`src/rtl/gps_acq_pkg.sv`:
```
// Shared types and constants for the C/A-code acquisition engine.
package gps_acq_pkg;

    localparam int unsigned CODE_LEN = 1023;

    typedef enum logic [1:0] {
        IDLE,
        SEARCH,
        SLIP,
        DONE
    } acq_state_e;

    // G2 stage numbers (1..10) whose XOR forms the PRN-specific G2 delay
    typedef struct packed {
        logic [3:0] s1;
        logic [3:0] s2;
    } g2_taps_t;

    function automatic logic prn_ok(input logic [5:0] prn);
        return (prn >= 6'd1) && (prn <= 6'd32);
    endfunction

    // ICD-GPS-200 code phase assignments; out-of-range PRNs get a harmless pair
    function automatic g2_taps_t prn_taps(input logic [5:0] prn);
        g2_taps_t t;
        t = '{4'd1, 4'd1};
        case (prn)
            6'd1:  t = '{4'd2, 4'd6};
            6'd2:  t = '{4'd3, 4'd7};
            6'd3:  t = '{4'd4, 4'd8};
            6'd4:  t = '{4'd5, 4'd9};
            6'd5:  t = '{4'd1, 4'd9};
            6'd6:  t = '{4'd2, 4'd10};
            6'd7:  t = '{4'd1, 4'd8};
            6'd8:  t = '{4'd2, 4'd9};
            6'd9:  t = '{4'd3, 4'd10};
            6'd10: t = '{4'd2, 4'd3};
            6'd11: t = '{4'd3, 4'd4};
            6'd12: t = '{4'd5, 4'd6};
            6'd13: t = '{4'd6, 4'd7};
            6'd14: t = '{4'd7, 4'd8};
            6'd15: t = '{4'd8, 4'd9};
            6'd16: t = '{4'd9, 4'd10};
            6'd17: t = '{4'd1, 4'd4};
            6'd18: t = '{4'd2, 4'd5};
            6'd19: t = '{4'd3, 4'd6};
            6'd20: t = '{4'd4, 4'd7};
            6'd21: t = '{4'd5, 4'd8};
            6'd22: t = '{4'd6, 4'd9};
            6'd23: t = '{4'd1, 4'd3};
            6'd24: t = '{4'd4, 4'd6};
            6'd25: t = '{4'd5, 4'd7};
            6'd26: t = '{4'd6, 4'd8};
            6'd27: t = '{4'd7, 4'd9};
            6'd28: t = '{4'd8, 4'd10};
            6'd29: t = '{4'd1, 4'd6};
            6'd30: t = '{4'd2, 4'd7};
            6'd31: t = '{4'd3, 4'd8};
            6'd32: t = '{4'd4, 4'd9};
            default: t = '{4'd1, 4'd1};
        endcase
        return t;
    endfunction

endpackage

```
`src/rtl/gps_ca_acq_if.sv`:
```
// Control, chip-stream and result signals of the acquisition engine.
interface gps_ca_acq_if;
    logic [5:0] sv_num;
    logic       start;
    logic       chip_in;
    logic       chip_valid;
    logic       busy;
    logic       acq_done;
    logic       acq_hit;
    logic [9:0] code_phase;
    logic [9:0] peak_count;
    logic       prn_err;

    modport master (
        output sv_num, start, chip_in, chip_valid,
        input  busy, acq_done, acq_hit, code_phase, peak_count, prn_err
    );

    modport slave (
        input  sv_num, start, chip_in, chip_valid,
        output busy, acq_done, acq_hit, code_phase, peak_count, prn_err
    );
endinterface

```
`src/rtl/ca_replica.sv`:
```
// Local C/A replica: G1/G2 LFSRs, stages numbered 1..10 as in the ICD.
module ca_replica
    import gps_acq_pkg::*;
(
    input  logic     clk,
    input  logic     rst,
    input  logic     load_i,
    input  g2_taps_t taps_i,
    input  logic     adv_i,
    output logic     chip_o
);

    logic [10:1] g1_q;
    logic [10:1] g2_q;
    logic        g1_fb;
    logic        g2_fb;

    assign g1_fb  = g1_q[3] ^ g1_q[10];
    assign g2_fb  = g2_q[2] ^ g2_q[3] ^ g2_q[6] ^ g2_q[8] ^ g2_q[9] ^ g2_q[10];
    assign chip_o = g1_q[10] ^ g2_q[taps_i.s1] ^ g2_q[taps_i.s2];

    // Load to all-ones on request, otherwise shift toward stage 10 on advance
    always_ff @(posedge clk or posedge rst) begin
        if (rst) begin
            g1_q <= '1;
            g2_q <= '1;
        end else if (load_i) begin
            g1_q <= '1;
            g2_q <= '1;
        end else if (adv_i) begin
            g1_q <= {g1_q[9:1], g1_fb};
            g2_q <= {g2_q[9:1], g2_fb};
        end
    end

endmodule

```
`src/rtl/gps_ca_acq.sv`:
```
// Serial code-phase search: one 1023-chip dwell per phase, one slipped chip between dwells.
module gps_ca_acq
    import gps_acq_pkg::*;
#(
    parameter logic [9:0]  THRESH    = 10'd800,
    parameter int unsigned MAX_PHASE = 1023
) (
    input logic         clk,
    input logic         rst,
    gps_ca_acq_if.slave acq
);

    localparam logic [9:0] LAST_IDX   = 10'(CODE_LEN - 1);
    localparam logic [9:0] LAST_PHASE = 10'(MAX_PHASE - 1);

    acq_state_e state_q, state_d;
    g2_taps_t   taps_q, taps_d;
    logic [9:0] count_q, count_d;
    logic [9:0] idx_q, idx_d;
    logic [9:0] phase_q, phase_d;
    logic [9:0] peak_q, peak_d;
    logic [9:0] cphase_q, cphase_d;
    logic       hit_q, hit_d;
    logic       perr_q, perr_d;

    logic       load;
    logic       adv;
    logic       rep_chip;
    logic       agree;
    logic [9:0] final_cnt;

    ca_replica u_replica (
        .clk    (clk),
        .rst    (rst),
        .load_i (load),
        .taps_i (taps_q),
        .adv_i  (adv),
        .chip_o (rep_chip)
    );

    // Next-state logic: dwell bookkeeping, peak tracking and hit/miss decision
    always_comb begin
        state_d   = state_q;
        taps_d    = taps_q;
        count_d   = count_q;
        idx_d     = idx_q;
        phase_d   = phase_q;
        peak_d    = peak_q;
        cphase_d  = cphase_q;
        hit_d     = hit_q;
        perr_d    = perr_q;
        load      = 1'b0;
        adv       = 1'b0;
        agree     = (acq.chip_in == rep_chip);
        final_cnt = count_q + {9'd0, agree};

        case (state_q)
            IDLE: begin
                if (acq.start) begin
                    taps_d   = prn_taps(acq.sv_num);
                    hit_d    = 1'b0;
                    cphase_d = '0;
                    peak_d   = '0;
                    perr_d   = 1'b0;
                    phase_d  = '0;
                    count_d  = '0;
                    idx_d    = '0;
                    if (!prn_ok(acq.sv_num)) begin
                        perr_d  = 1'b1;
                        state_d = DONE;
                    end else begin
                        load    = 1'b1;
                        state_d = SEARCH;
                    end
                end
            end
            SEARCH: begin
                if (acq.chip_valid) begin
                    adv = 1'b1;
                    if (idx_q == LAST_IDX) begin
                        // strict compare keeps the earliest phase on ties
                        if (final_cnt > peak_q) begin
                            peak_d   = final_cnt;
                            cphase_d = phase_q;
                        end
                        if (final_cnt >= THRESH) begin
                            hit_d   = 1'b1;
                            state_d = DONE;
                        end else if (phase_q == LAST_PHASE) begin
                            state_d = DONE;
                        end else begin
                            state_d = SLIP;
                        end
                    end else begin
                        count_d = final_cnt;
                        idx_d   = idx_q + 10'd1;
                    end
                end
            end
            SLIP: begin
                // replica holds while one received chip is dropped
                if (acq.chip_valid) begin
                    phase_d = phase_q + 10'd1;
                    count_d = '0;
                    idx_d   = '0;
                    state_d = SEARCH;
                end
            end
            DONE:    state_d = IDLE;
            default: state_d = IDLE;
        endcase
    end

    // State and result registers
    always_ff @(posedge clk or posedge rst) begin
        if (rst) begin
            state_q  <= IDLE;
            taps_q   <= '0;
            count_q  <= '0;
            idx_q    <= '0;
            phase_q  <= '0;
            peak_q   <= '0;
            cphase_q <= '0;
            hit_q    <= 1'b0;
            perr_q   <= 1'b0;
        end else begin
            state_q  <= state_d;
            taps_q   <= taps_d;
            count_q  <= count_d;
            idx_q    <= idx_d;
            phase_q  <= phase_d;
            peak_q   <= peak_d;
            cphase_q <= cphase_d;
            hit_q    <= hit_d;
            perr_q   <= perr_d;
        end
    end

    assign acq.busy       = (state_q != IDLE);
    assign acq.acq_done   = (state_q == DONE);
    assign acq.acq_hit    = hit_q;
    assign acq.code_phase = cphase_q;
    assign acq.peak_count = peak_q;
    assign acq.prn_err    = perr_q;

endmodule

```
`src/flat_wrapper.sv`:
```
// flat-port wrapper written by rule: the top's interface ports become plain ports
module gps_ca_acq_flat import gps_acq_pkg::*;
#(
    parameter logic [9:0]  THRESH    = 10'd800,
    parameter int unsigned MAX_PHASE = 1023
)
  (clk, rst, acq_sv_num, acq_start, acq_chip_in, acq_chip_valid, acq_busy, acq_acq_done, acq_acq_hit, acq_code_phase, acq_peak_count, acq_prn_err);
  gps_ca_acq_if acq_i ();
  input logic clk;
  input logic rst;
  input wire logic [$bits(acq_i.sv_num)-1:0] acq_sv_num;
  input wire logic [$bits(acq_i.start)-1:0] acq_start;
  input wire logic [$bits(acq_i.chip_in)-1:0] acq_chip_in;
  input wire logic [$bits(acq_i.chip_valid)-1:0] acq_chip_valid;
  output wire logic [$bits(acq_i.busy)-1:0] acq_busy;
  output wire logic [$bits(acq_i.acq_done)-1:0] acq_acq_done;
  output wire logic [$bits(acq_i.acq_hit)-1:0] acq_acq_hit;
  output wire logic [$bits(acq_i.code_phase)-1:0] acq_code_phase;
  output wire logic [$bits(acq_i.peak_count)-1:0] acq_peak_count;
  output wire logic [$bits(acq_i.prn_err)-1:0] acq_prn_err;
  assign acq_i.sv_num = acq_sv_num;
  assign acq_i.start = acq_start;
  assign acq_i.chip_in = acq_chip_in;
  assign acq_i.chip_valid = acq_chip_valid;
  assign acq_busy = acq_i.busy;
  assign acq_acq_done = acq_i.acq_done;
  assign acq_acq_hit = acq_i.acq_hit;
  assign acq_code_phase = acq_i.code_phase;
  assign acq_peak_count = acq_i.peak_count;
  assign acq_prn_err = acq_i.prn_err;
  gps_ca_acq #(.THRESH(THRESH), .MAX_PHASE(MAX_PHASE)) u_core (.clk(clk), .rst(rst), .acq(acq_i));
endmodule
```
`config.mk`:
```
export PLATFORM = sky130hd
export DESIGN_NAME = gps_ca_acq_flat
export DESIGN_NICKNAME = d
export VERILOG_FILES = /design/src/rtl/gps_acq_pkg.sv /design/src/rtl/gps_ca_acq_if.sv /design/src/rtl/ca_replica.sv /design/src/rtl/gps_ca_acq.sv /design/src/flat_wrapper.sv
export SDC_FILE = /design/constraint.sdc
export NUM_CORES = 1
export LEC_CHECK = 0
export ABC_AREA = 1
export CORE_MARGIN = 4
export CORE_UTILIZATION = 36
export CTS_BUF_LIST = sky130_fd_sc_hd__clkbuf_4 sky130_fd_sc_hd__clkbuf_8 sky130_fd_sc_hd__clkbuf_16
export CTS_CLUSTER_DIAMETER = 40
export DETAILED_ROUTE_END_ITERATION = 10
export GPL_ROUTABILITY_DRIVEN = 0
export PLACE_DENSITY_LB_ADDON = 0.12
export SYNTH_ARGS = -nofsm -noshare
export SYNTH_HDL_FRONTEND = slang
export SYNTH_SLANG_ARGS = --single-unit
```
`constraint.sdc`:
```
create_clock -name clk -period 10 [get_ports clk]
set_input_delay 1 -clock clk [delete_from_list [all_inputs] [get_ports clk]]
set_output_delay 1 -clock clk [all_outputs]
set_load 0.005 [all_outputs]
```
Yosys cells after proc, flatten, opt, wreduce, memory -nomap -nowiden:

Memories as Yosys holds them, arrays and structs flattened. A register that Yosys moved wholly into a read port is not among the register bits.
Index checks and enable logic that the tools add are counted.

* memories kept: 1
* output and inout bits: 24
* bits in read-only memories: 512
* memory bits (writable): 0
* latch bits: 0
* bits of input ports: 11
* flip-flop bits (word level): 74
* logic and storage cells: 99

Memories
* (name not given): words 64, width 8, read ports 1, clocked after Yosys merged registers in 1, write ports 0, RTL line gps_acq_pkg.sv:27 `case (prn)`

* bitwise operators: 8
* div/mod/pow operators: 0
* shifts and indexed selects: 0
* eq/ne operators: 13
* multiplexer cells: 45
* reduce and logical (&&, ||, !) cells: 13
* multiply operators: 0
* $add $sub $neg: 3
* $lt $le $gt $ge: 6

Operators by type and width (count)
* 2-to-1 mux 10 bit: 17
* case mux 10 bit (2 select lines): 3
* case mux 10 bit (3 select lines): 2
* adder 10 x 1 -> 10 bit, second input constant: 2
* == test 10 bit, second input constant: 2
* AND reduction 5 bit: 3
* 2-to-1 mux 1 bit: 13
* 2-to-1 mux 2 bit: 6
* adder 10 x 1 -> 10 bit: 1
* greater-or-equal comparator 10 bit, second input constant: 1
* > comparator 10 bit: 1
* less-than comparator 4 x 5 -> 1 bit, second input constant: 2
* binary-select mux 1 bit (select 4 bit): 2
* != test 2 bit, second input constant: 4
* case mux 2 bit (4 select lines): 1
* nonzero test 2 bit: 4
* bitwise XOR 1 bit: 8
* greater-or-equal comparator 6 x 1 -> 1 bit, second input constant: 1
* less-or-equal comparator 6 bit, second input constant: 1
* != test 2 x 1 -> 1 bit, second input constant: 3
* == test 2 bit, second input constant: 2
* AND reduction 4 bit: 1
* AND reduction 3 bit: 1
* nonzero test 3 bit: 1
* other kinds (6): 6

Longest topological paths before layout:

Gate-level depths: netlist of run 1.

* depth after elaboration: 11
* mapped depth: 29
* depth with buffers taken out: 29

Cells and area by module:

A second synthesis of run 1 with hierarchy kept.

* cell total of the unflattened synthesis: 686
* area total of the unflattened synthesis: 5119.9 µm²

By module, submodules not included
* gps_ca_acq: times used 1, sequential area each 1551.5 µm², cells an instance 539, area each 3995.1 µm²
* ca_replica: times used 1, sequential area each 525.5 µm², cells an instance 147, area each 1124.8 µm²

Worst setup path before layout of run 1:

Ideal clock, no wire load.

* path kind: input -> register
* from: in acq_chip_in
* to: reg u_core.peak_q[0] (netlist: u_core.acq.peak_count[0])
* arrival: 3.425 ns
* cell stages on the path: 22
* slack: 6.501 ns
* path buffers: 1
* data required time: 9.926 ns
* setup time: 0.074 ns
* cells stage by stage: xnor2_1 > nand3_1 > nand2_1 > nand2_1 > nand2_1 > ha_1 > ha_1 > nand2_1 > nor2_1 > nand4_1 > nand2_1 > inv_1 > ha_1 > nand2_1 > nor2_1 > nand3_1 > nor2_1 > nor2_4 > nand2_2 > buf_6 > nand3_1 > o21ai_2

* cells in the longest elaborated chain, start to end: 6
* elaborated cells on any way between the ends: 9
* those cells by class: add/sub (1); order compare (1); eq/ne (2); mux (4); reduce/logical (1)

Ends and longest elaborated chain
* from (decl): RTL line flat_wrapper.sv:13 `input wire logic [$bits(acq_i.chip_in)-1:0] acq_chip_in;`
* == test 1 bit (*): RTL line gps_ca_acq.sv:54 `agree = (acq.chip_in == rep_chip);`
* adder 10 x 1 -> 10 bit (*): RTL line gps_ca_acq.sv:55 `final_cnt = count_q + {9'd0, agree};`
* branches (longest 4 deep; another with > comparator 10 bit)
* to (signal assigned): RTL line gps_ca_acq.sv:132 `peak_q <= peak_d;`
* to (decl): RTL line gps_ca_acq.sv:21 `logic [9:0] peak_q, peak_d;`

Every way passes the cells marked *. The select of a mux whose other input is x is not followed.
A chain may end at the register's enable or synchronous reset.

Final worst setup path of run 1:

* from: in acq_chip_in
* to: reg u_core.peak_q[8] (netlist: u_core.acq.peak_count[8])

Same word-level chain as after synthesis.

==> impl_metrics.yaml, run 1 <==
status:
  status: "finished, final reports clean"
routing:
  dr.first_iter.drc_count: 249
  viasPerCell: 5.00
  firstDrtPassIters: 5
  drcViolationCount: 0
  vias: 4398
  antenna_left: 0
  avgRoutedWirePerCell_um: 13.6
  wirelength_um: 12000
synth:
  synth_compound_area_share_pct: 13.9
  synth_cell_type_count: 36
  synthAdderAreaFrac_pct: 5.22
  synth_top_area_share_pct: 30.8
  syn_area_um2: 5030
  synth_mux_area_share_pct: 0
  synth-xor-area-share_pct: 1.57
  netlist_instances: 672
  synthTopCellsByArea: "dfrtp_1 31%, nand2_1 12%, dfstp_2 10%, nand3_1 7.7%, inv_1 6.6%"
  yosysWarnings: 0
  synth_top_family_by_area: "simple AND/OR/NAND/NOR gates"
  yosys.area_share.simple_pct: 28.6
  yosysSeqAreaShare_pct: 41.3
  ys_ff_latch: 82
  synth_area_per_cell_um2: 7.48
  yosysTopAreaCell: "dfrtp_1"
  syn_nets: 704
floorplan:
  io_pins: 35
  core_um2: 13500
  rows: 42
  start_util_pct: 37.4
  dieHeight_um: 126
  die_area_um2: 15900
  die-width_um: 126
sta:
  setup_viol_count_final: 0
  whs_ns: 0.489
  tns_ns: 0
  hold_viol_final: 0
  rsz0062_at_grt: "no"
  clock_skew_ns: 0.00636
  worst_slew_pin_slew_ns: 0.812
  fmaxAchievable_mhz: 233
  fin_crit_ns: 4.29
  fin_crit_sh_pct: 42.9
  slew_headroom_pct: 45.8
  finalMaxSlewViolations: 0
critical_path:
  path_max_fanout: 21
  critPathCaptureType: "register"
  crit_type: "in2reg"
  required_ns: 10.23
  crit_arrival_ns: 4.52
  critPathLaunchType: "input pin"
clock_network:
  clk_pin_slew_worst_paths_ns: 0.06
  cts_max_level: 3
  clock_path_buffers: 2
  cts.repair.resized: 0
  cts-buffers-inserted: 9
  cts_tree: "yes"
  cts_setup_buffers: 0
  root_buffer: "clkbuf_16"
  postCtsHoldBufs: 0
  clk_latency_ns: 0.35
  cts.sinks: 82
run:
  maxCapViolCount: 0
pwr:
  peakVddDrop_v: 0.0000779
  finalPower_mw: 1.39
  p_leak_nw: 2.71
  p_per_area_nw_per_um2: 241
layout:
  final_cells: 880
  final_nets: 731
  antenna-diode-count: 0
  area_growth_pct: 14.8
  fillers: 1418
  drive_above_1_share_pct: 10.4
grt:
  grt_pass1_vias: 4306
  grt_pass1_wl_um: 21000
  antenna_found_initial: 0
  gr-total-overflow: 0
  track_usage_pct: 16.1
  grt_max_degree: 59
placed_design:
  placed_cells: 864
  portBuffers: 34
  dpl.hpwl_um: 8690
hold_path:
  hp-class: "reg2reg"
[worst max-delay path, stage by stage]
cell and delay (ns):
clkdlybuf4s50_1 0.42, xnor2_1 0.24, nand3_1 0.13, nand2_1 0.08, nand2_1 0.04, nand2_1 0.05, ha_1 0.25, ha_1 0.20
nand2_1 0.10, nor2_1 0.20, nand4_1 0.11, nand2_1 0.14, inv_1 0.05, ha_1 0.26, nand2_1 0.06, nor2_1 0.17
nand3_1 0.09, nor2_1 0.19, nor2_4 0.07, nand2_2 0.31, nand2_2 0.19, nand2_1 0.10, nand2_1 0.05
[placed cells by master (no fill, tap or decap), types with 7 or more instances in the layout]
| cell type | netlist | layout |
|---|---|---|
| nor2_1 | 52 | 52 |
| o211ai_1 | 7 | 7 |
| clkbuf_16 | 0 | 9 |
| o21ai_0 | 44 | 44 |
| dfstp_2 | 20 | 20 |
| nor3_1 | 9 | 9 |
| o21ai_2 | 11 | 11 |
| inv_1 | 89 | 88 |
| nand3_1 | 77 | 77 |
| ha_1 | 21 | 21 |
| nand4_1 | 7 | 7 |
| clkdlybuf4s50_1 | 0 | 34 |
| nand2_2 | 7 | 7 |
| nand2_1 | 160 | 160 |
| dfrtp_1 | 62 | 62 |
| a21oi_1 | 38 | 38 |
[final cells by class]
class,instances,area [um2],area share [%]
multi-input cells,477,2480,42.9
repair buffers,35,348,6.03
clock inverters,7,70.1,1.21
flip-flops and latches,82,2080,36.0
clock buffers,9,225,3.90
well taps,176,220,3.82
inverters,94,354,6.13
[kinds of logic (layout without fill, tap and decap cells)]
kind of cell	Yosys count	count (layout)
flops	82	82
simple gates	326	326
buf+inv	113	145
fa+ha+maj	21	21
compound gates	121	121
xor+xnor	9	9
[where the power goes]
group / total [mW] / internal, mW / switching, mW
Sequential: 0.511 / 0.439 / 0.0729
Clock: 0.334 / 0.193 / 0.142
Combinational: 0.544 / 0.177 / 0.367
Total: 1.39 / 0.808 / 0.582
[worst paths after layout]
check | startpoint | cells after the start | slack (ns) | endpoint
setup / recovery | acq_chip_in | 23 | 5.71 | u_core.acq.peak_count[8]
hold / removal | u_core.u_replica.g1_q[6] | 2 | 0.49 | u_core.u_replica.g1_q[6]
setup reg to reg | u_core.taps_q[0] | 27 | 6.09 | u_core.acq.peak_count[8]
hold reg to reg | u_core.u_replica.g1_q[6] | 2 | 0.49 | u_core.u_replica.g1_q[6]
max in group asynchronous | rst | 3 | 7.95 | u_core.acq.peak_count[2]
min in group asynchronous | rst | 2 | 0.97 | u_core.acq.prn_err
[registers in the layout, summed over array words and instances (netlist names)]
name                   cells
u_core.u_replica.g1_q     10
u_core.idx_q              10
u_core.state_q             2
u_core.u_replica.g2_q     10
u_core.taps_q              8
u_core.acq.peak_count     10
u_core.acq.code_phase     10
u_core.phase_q            10
u_core.acq.acq_hit         1
u_core.acq.prn_err         1
u_core.count_q            10
[per-layer routing]
layer / wire [um] / up-vias / global-route usage (%)
met4: 259 / 0 / 6.75
met1: 5890 / 2061 / 21.8
met2: 5530 / 64 / 25.5
li1: - / 2254 / -
met5: 0 / - / 0
met3: 283 / 19 / 2.54
[stage by stage]
stage,util [%],cell area [um2],setup WS (ns)
floorplan,-,5030,6.50
global placement,40.7,5480,5.45
detailed placement,40.7,5480,5.31
CTS,42.9,5770,5.66
global route,42.9,5770,5.23
finish,42.9,5770,5.71
[cell usage after synthesis, drive strengths merged]
cell and n:
nand2 167, inv 94, nand3 80, dfrtp 62, o21ai 61, nor2 58
a21oi 38, ha 21, dfstp 20, buf 17, nor3 10, nand4 7
o211ai 7, xor2 5, xnor2 4, o21a 3, o21bai 3, o22ai 3
or2 3, a31oi 2, clkbuf 2, a21boi 1, a21o 1, nor3b 1
o2111ai 1, o311ai 1
Note: power is estimated with default switching activity, not from simulation.
==> inputs of run 2 (changes only) <==
==> constraint.sdc (replaced) <==
create_clock -name clk -period 4 [get_ports clk]
set_input_delay 0.4 -clock clk [delete_from_list [all_inputs] [get_ports clk]]
set_output_delay 0.4 -clock clk [all_outputs]
set_load 0.005 [all_outputs]
==> impl_metrics.yaml, run 2 (synthesis gave the netlist of run 1 again) <==
status:
  status: "finished, final reports clean"
grt:
  grt_pass1_vias: 4264
  track_usage_pct: 16.0
  antenna_found_initial: 0
  grt_max_degree: 47
  gr-total-overflow: 0
  grt_pass1_wl_um: 20900
routing:
  drcViolationCount: 0
  vias: 4403
  firstDrtPassIters: 7
  viasPerCell: 4.98
  avgRoutedWirePerCell_um: 13.8
  dr.first_iter.drc_count: 307
  wirelength_um: 12200
  antenna_left: 0
floorplan:
  core_um2: 13500
  die_area_um2: 15900
  die-width_um: 126
  start_util_pct: 37.4
  io_pins: 35
  dieHeight_um: 126
  rows: 42
critical_path:
  required_ns: 4.27
  path_max_fanout: 20
  critPathCaptureType: "register"
  critPathLaunchType: "register"
  crit_type: "reg2reg"
  crit_arrival_ns: 3.84
layout:
  fillers: 1401
  layout_common_cells: "160 x nand2_1, 88 x inv_1, 77 x nand3_1, 61 x dfrtp_1, 51 x nor2_1"
  antenna-diode-count: 0
  final_nets: 736
  drive_above_1_share_pct: 11.3
  final_common_cell: "nand2_1"
  area_growth_pct: 16.6
pwr:
  peakVddDrop_v: 0.000256
  p_clk_share_pct: 25.3
  p_per_area_nw_per_um2: 621
  seq_power_share_pct: 35.3
  p_leak_nw: 2.76
  swShare_pct: 40.4
  internal_power_mw: 2.17
  combPwrFrac_pct: 39.5
  p_switching_mw: 1.47
clock_network:
  cts_tree: "yes"
  clock_path_buffers: 2
  cts-buffers-inserted: 9
  cts.sinks: 82
  clk_latency_ns: 0.35
  clk_pin_slew_worst_paths_ns: 0.06
  cts_max_level: 3
  postCtsHoldBufs: 0
  root_buffer: "clkbuf_16"
sta:
  fmaxAchievable_mhz: 281
  fin_crit_sh_pct: 89.0
  hold_viol_final: 0
  setup_viol_count_final: 0
  rsz0062_at_grt: "no"
  fin_crit_ns: 3.56
  slew_headroom_pct: 44.4
  clock_skew_ns: 0.00899
  worst_slew_pin_slew_ns: 0.833
  tns_ns: 0
  finalMaxSlewViolations: 0
  whs_ns: 0.485
placed_design:
  dpl.hpwl_um: 8950
  portBuffers: 34
hold_path:
  hp-class: "reg2reg"
run:
  maxCapViolCount: 0
-- run 2: changes by cell type in the layout (fill, tap and decap cells not counted), sizes merged --
cell      delta
buf          +5
clkinv       -1
bufinv       +1
clkinvlp     -2
clkbuf       +2
-- run 2: final cells by class --
class	count	area [um2]	share of cell area (%)
multi-input cells	477	2490	42.4
flip-flops and latches	82	2080	35.4
repair buffers	40	398	6.78
inverters	94	354	6.04
clock buffers	11	253	4.31
well taps	176	220	3.75
clock inverters	5	76.3	1.30
-- run 2: worst max-delay path, cell delays in order, from the launching register on --
cell and delay (ns):
dfstp_2 0.56, inv_1 0.07, nand2_1 0.06, nand3_1 0.07, nand2_1 0.06, nand2_1 0.05
nand2_1 0.07, nand3_1 0.09, nand2_1 0.08, nand2_1 0.04, nand2_1 0.07, ha_1 0.23
ha_1 0.19, nand2_1 0.10, nor2_1 0.21, nand4_1 0.11, nand2_1 0.10, inv_1 0.04
ha_1 0.26, nand2_1 0.07, nor2_2 0.17, nand3_1 0.09, nor2_1 0.18, nor2_4 0.07
nand2_2 0.11, buf_12 0.16, nand3_1 0.10, o21ai_2 0.07
-- run 2: power groups by stage --
| stage | combinational (mW) | sequential [mW] | clock, mW |
|---|---|---|---|
| 6_report | 1.44 | 1.29 | 0.921 |
| 5_1_grt | 1.64 | 1.32 | 0.980 |
| 4_1_cts | 1.45 | 1.28 | 0.945 |
| 3_5_place_dp | 1.44 | 1.29 | 0 |
| 3_3_place_gp | 1.42 | 1.29 | 0 |
| 2_1_floorplan | 1.12 | 1.24 | 0 |
-- run 2: timing repair --
item,4_1_cts,5_1_grt
setup endpoints to repair,0,14
buffers inserted,0,0
resized for setup,0,3
-- run 2: final timing paths --
kind	start	end	slack [ns]	cells past startpoint
max in group asynchronous	rst	u_core.u_replica.g2_q[4]	2.65	3
min in group asynchronous	rst	u_core.idx_q[6]	0.52	2
worst min-delay path	u_core.u_replica.g1_q[7]	u_core.u_replica.g1_q[7]	0.49	2
worst max register to register	u_core.u_replica.g2_q[9]	u_core.acq.code_phase[2]	0.44	27
worst max-delay path	u_core.u_replica.g2_q[9]	u_core.acq.code_phase[2]	0.44	27
worst min register to register	u_core.u_replica.g1_q[7]	u_core.u_replica.g1_q[7]	0.49	2
-- run 2: routing by layer --
| metal | up-vias | global-route usage, % | part of all wire (%) | wire length (um) |
|---|---|---|---|---|
| li1 | 2258 | - | - | - |
| met1 | 2057 | 22.6 | 49 | 6010 |
| met2 | 74 | 25.1 | 46 | 5600 |
| met3 | 14 | 2.20 | 3.4 | 411 |
| met4 | 0 | 5.80 | 1.7 | 206 |
| met5 | - | 0 | 0 | 0 |
-- run 2: stage by stage --
stage | utilization [%] | setup slack [ns] | power, mW | cell area, um2 | cells
floorplan | - | 0.837 | 2.36 | 5030 | 672
global placement | 41.1 | 0.307 | 2.71 | 5530 | 869
detailed placement | 41.1 | 0.126 | 2.74 | 5530 | 869
CTS | 43.5 | 0.319 | 3.68 | 5860 | 885
global route | 43.6 | 0.0545 | 3.94 | 5870 | 885
finish | 43.6 | 0.438 | 3.65 | 5870 | 885
